## config.mk

```make
export PLATFORM = sky130hd
export DESIGN_NAME = stopwatch_scan
export DESIGN_NICKNAME = d
export VERILOG_FILES = /design/src/rtl/stopwatch_scan.sv
export SDC_FILE = /design/constraint.sdc
export NUM_CORES = 1
export LEC_CHECK = 0
export ABC_AREA = 1
export ABC_CLOCK_PERIOD_IN_PS = 2400
export CAP_MARGIN = 0
export CELL_PAD_IN_SITES_DETAIL_PLACEMENT = 0
export CELL_PAD_IN_SITES_GLOBAL_PLACEMENT = 1
export CORE_MARGIN = 3
export CORE_UTILIZATION = 30
export CTS_BUF_LIST = sky130_fd_sc_hd__clkbuf_8
export DETAILED_ROUTE_END_ITERATION = 7
export HOLD_SLACK_MARGIN = 0.06
export PLACE_DENSITY_LB_ADDON = 0.3
export SKIP_CTS_REPAIR_TIMING = 1
export SLEW_MARGIN = 5
export SYNTH_ARGS = -nofsm -noshare
export SYNTH_HDL_FRONTEND = slang
export SYNTH_SLANG_ARGS = --single-unit
```

## constraint.sdc

```tcl
create_clock -name clk -period 2.4 [get_ports clk]
set_input_delay 0.48 -clock clk [delete_from_list [all_inputs] [get_ports clk]]
set_output_delay 0.48 -clock clk [all_outputs]
set_load 0.01 [all_outputs]
```

## src/rtl/stopwatch_scan.sv

```systemverilog
// MM:SS stopwatch counting synchronized 1 s ticks, with a registered
// 4-digit seven-segment scan stage feeding the segment decoder.
module stopwatch_scan #(
    parameter int unsigned MIN_LIMIT = 59,
    parameter bit          WRAP      = 1'b0
) (
    input  logic        clk,
    input  logic        rst,
    input  logic        sec_clk,
    input  logic [1:0]  ftsd_clk,
    input  logic        btn_start,
    input  logic        btn_clear,
    output logic [3:0]  ftsd_ctl,
    output logic [3:0]  ftsd_bcd,
    output logic [15:0] digits,
    output logic        running,
    output logic        done
);

    typedef enum logic [1:0] {IDLE, RUN, PAUSE, DONE} state_t;

    localparam logic [3:0]  LIM_TENS = 4'(MIN_LIMIT / 10);
    localparam logic [3:0]  LIM_ONES = 4'(MIN_LIMIT % 10);
    localparam logic [15:0] LIMIT    = {LIM_TENS, LIM_ONES, 4'd5, 4'd9};

    state_t      state, state_n;
    logic [15:0] digits_n, digits_inc;
    logic        sync_a, sync_b, sync_prev, sec_tick;

    // Registered edge detect adds the third cycle of tick latency.
    always_ff @(posedge clk or posedge rst) begin
        if (rst) begin
            sync_a    <= 1'b0;
            sync_b    <= 1'b0;
            sync_prev <= 1'b0;
            sec_tick  <= 1'b0;
        end else begin
            sync_a    <= sec_clk;
            sync_b    <= sync_a;
            sync_prev <= sync_b;
            sec_tick  <= sync_b & ~sync_prev;
        end
    end

    always_comb begin
        digits_inc = digits;
        if (digits[3:0] != 4'd9) begin
            digits_inc[3:0] = digits[3:0] + 4'd1;
        end else begin
            digits_inc[3:0] = '0;
            if (digits[7:4] != 4'd5) begin
                digits_inc[7:4] = digits[7:4] + 4'd1;
            end else begin
                digits_inc[7:4] = '0;
                if (digits[11:8] != 4'd9) begin
                    digits_inc[11:8] = digits[11:8] + 4'd1;
                end else begin
                    digits_inc[11:8]  = '0;
                    digits_inc[15:12] = digits[15:12] + 4'd1;
                end
            end
        end
    end

    // Tick is resolved before start so a tick+start in RUN counts first.
    always_comb begin
        state_n  = state;
        digits_n = digits;
        if (btn_clear) begin
            state_n  = IDLE;
            digits_n = '0;
        end else begin
            if (state == RUN && sec_tick) begin
                if (digits == LIMIT) begin
                    if (WRAP) digits_n = '0;
                    else      state_n  = DONE;
                end else begin
                    digits_n = digits_inc;
                end
            end
            if (btn_start) begin
                case (state)
                    IDLE, PAUSE: state_n = RUN;
                    RUN:         if (state_n == RUN) state_n = PAUSE;
                    default:     ;
                endcase
            end
        end
    end

    always_ff @(posedge clk or posedge rst) begin
        if (rst) begin
            state    <= IDLE;
            digits   <= '0;
            running  <= 1'b0;
            done     <= 1'b0;
            ftsd_ctl <= '1;
            ftsd_bcd <= '0;
        end else begin
            state   <= state_n;
            digits  <= digits_n;
            running <= (state_n == RUN);
            done    <= (state_n == DONE);
            case (ftsd_clk)
                2'b00: begin ftsd_ctl <= 4'b1110; ftsd_bcd <= digits_n[3:0];   end
                2'b01: begin ftsd_ctl <= 4'b1101; ftsd_bcd <= digits_n[7:4];   end
                2'b10: begin ftsd_ctl <= 4'b1011; ftsd_bcd <= digits_n[11:8];  end
                default: begin ftsd_ctl <= 4'b0111; ftsd_bcd <= digits_n[15:12]; end
            endcase
        end
    end

endmodule

```

==> flow_summary.ini <==
[outcome]
status = finished, final reports clean

[sta]
slew_headroom = 0.704
min_period_ps = 1820
rsz0062_at_grt = false
whs_ps = 348
max_freq_mhz = 549
worst_pin_slew_ps = 441
period_share = 0.759
hold_viol_final = 0
final.setup_skew_ps = 8.58
maxSlewViolCount = 0
setup-violations-final = 0
finalSetupTns_ps = 0

[yosys]
syn-instance-count = 232
synth.distinct_cells = 29
synth-edff-count = 0
syn_avg_cell_area_um2 = 8.01
ys_ff_latch = 32
synth_warnings = 0
ys_async_sr_fraction = 1.00
ys_seq_area_frac = 0.433
synth_area_um2 = 1860
synth_nets = 245
ys.flop_type = dfrtp_1

[clocking]
cts_made_buffers = 5
clk_pin_slew_ps = 70
clock_sinks = 32
cts_tree = built
clockBufferDepth = 2
worstSkewPairLatency_ps = 290
ctsRootBufferMaster = clkbuf_8
h-tree-depth = 2

[placement]
io_buffers = 32
gp_congestion = 0.785
dpl.hpwl_mm = 3.53
dp.cells = 339

[global_routing]
grt_usage = 0.139
grt_pass1_vias = 1486
antenna_found_initial = 0
grt_max_degree = 33
grt_overflow_total = 0
grt_pass1_wl_mm = 7.71

[cells_and_area]
layout.cells.non_filler = 347
fill_cells = 645
mostFrequentLayoutCell = nand2_1
fin_nets = 284
multiInputGateArea_um2 = 893
seq_area_um2 = 806
drive_gt1_frac = 0.151
final_cell_mix = 57 x nand2_1, 35 x inv_1, 32 x clkdlybuf4s50_1, 28 x dfrtp_1
utilization = 0.398
syn_to_final_growth_pct = 27.6
n_antenna_cell = 0

[flow_run]
cap_violations = 0

[routing]
num_vias = 1586
drt_pass1_iterations = 4
drt-total-wl_mm = 4.69
first_iter_violations = 55
drc = 0
viasPerCell = 4.57
wl_per_cell_um = 13.5
drtAntennaViolNets = 0

[worst_setup_path]
cp_top_family = simple AND/OR/NAND/NOR gates
startpoint_type = flip-flop
slowest_stage = dfrtp_1
crit_path_end_kind = flip-flop
crit_top_cell = nand2_1
critPathBufInv = 2
worstPathArrival_ps = 2000
critPathMaxStageDelay_ps = 430
cp_max_fo = 5
path_class = reg -> reg
crit_path_cell_trace = inv_1, ha_1, nand2_1, nor2_2, nand2_2, nor2_4, nand2_1, nand2_1, nand2_1, nand4_1, nand2_1, nand2_1, inv_1
required_ps = 2580

[floorplanning]
die_w_um = 84.7
die_y_um = 84.7
core_area_um2 = 5960
initial_utilization = 0.312
num_rows = 28
io_pins = 33
die_area_um2 = 7180

[power]
p_leak_nw = 1.23
vdd_drop_max_mv = 0.268
finalPower_mw = 1.13
pwr_density_cell_nw_per_um2 = 477

[min_path]
min-delay-path-class = reg -> reg
## cell families (layout without fill, tap and decap cells)
kind of cell             count (synthesis)  after routing  synth area share
AND/OR/NAND/NOR                        139            139             0.398
buffers and inverters                   42             82            0.0861
flip-flops                              32             32             0.433
AO/OA/AOI/OAI                           12             12            0.0377
adder cells (fa/ha/maj)                  6              6            0.0404
XOR/XNOR                                 1              1           0.00471
## power by group
| part | switching (mW) | internal, mW | total [mW] |
|---|---|---|---|
| Combinational | 0.0702 | 0.0489 | 0.119 |
| Sequential | 0.0128 | 0.559 | 0.572 |
| Clock | 0.212 | 0.229 | 0.441 |
## routing by layer
layer  GRT usage  vias to the layer above  share of wire
li1            -                      822              -
met4      0.0561                        0          0.017
met1       0.191                      733           0.50
met3      0.0343                        4          0.034
met2       0.211                       27           0.45
met5           0                        -              0
## worst paths after layout
check	startpoint	endpoint	slack [ps]	cells past startpoint
setup / recovery	digits[9]	ftsd_bcd[0]	580	13
hold / removal	sync_a	sync_b	350	0
setup reg to reg	digits[9]	ftsd_bcd[0]	580	13
hold reg to reg	sync_a	sync_b	350	0
max in group asynchronous	rst	ftsd_ctl[2]	1480	3
min in group asynchronous	rst	digits[1]	580	3
## flip-flops by register name (all words and copies together) (netlist names)
name / count
ftsd_bcd: 4
sync_prev: 1
sync_a: 1
state: 2
digits: 16
done: 1
running: 1
sync_b: 1
ftsd_ctl: 4
sec_tick: 1
## cell usage after synthesis, types with 4 or more instances
library cell	n	area share
dfrtp_1	28	0.38
nand2_2	5	0.017
nor2_1	21	0.042
and3_1	5	0.017
nand2_1	57	0.12
inv_1	35	0.071
dfstp_2	4	0.057
nand4_1	13	0.044
nand3_1	21	0.057
nor2_4	6	0.036
a21oi_1	4	0.011
ha_1	6	0.040
## through the flow
| step | setup slack [ps] | area, um2 |
|---|---|---|
| after floorplan | 797 | 1860 |
| after global placement | 458 | 2280 |
| after detailed placement | 406 | 2280 |
| after CTS | 540 | 2370 |
| after global routing | 368 | 2370 |
| final | 577 | 2370 |
## layout make-up
type | count | area share
clock inverters | 2 | 0.00422
well taps | 75 | 0.0396
flip-flops and latches | 32 | 0.340
clock buffers | 6 | 0.0348
repair buffers | 34 | 0.141
multi-input cells | 158 | 0.377
inverters | 40 | 0.0638
(Power assumes the default switching activity.)
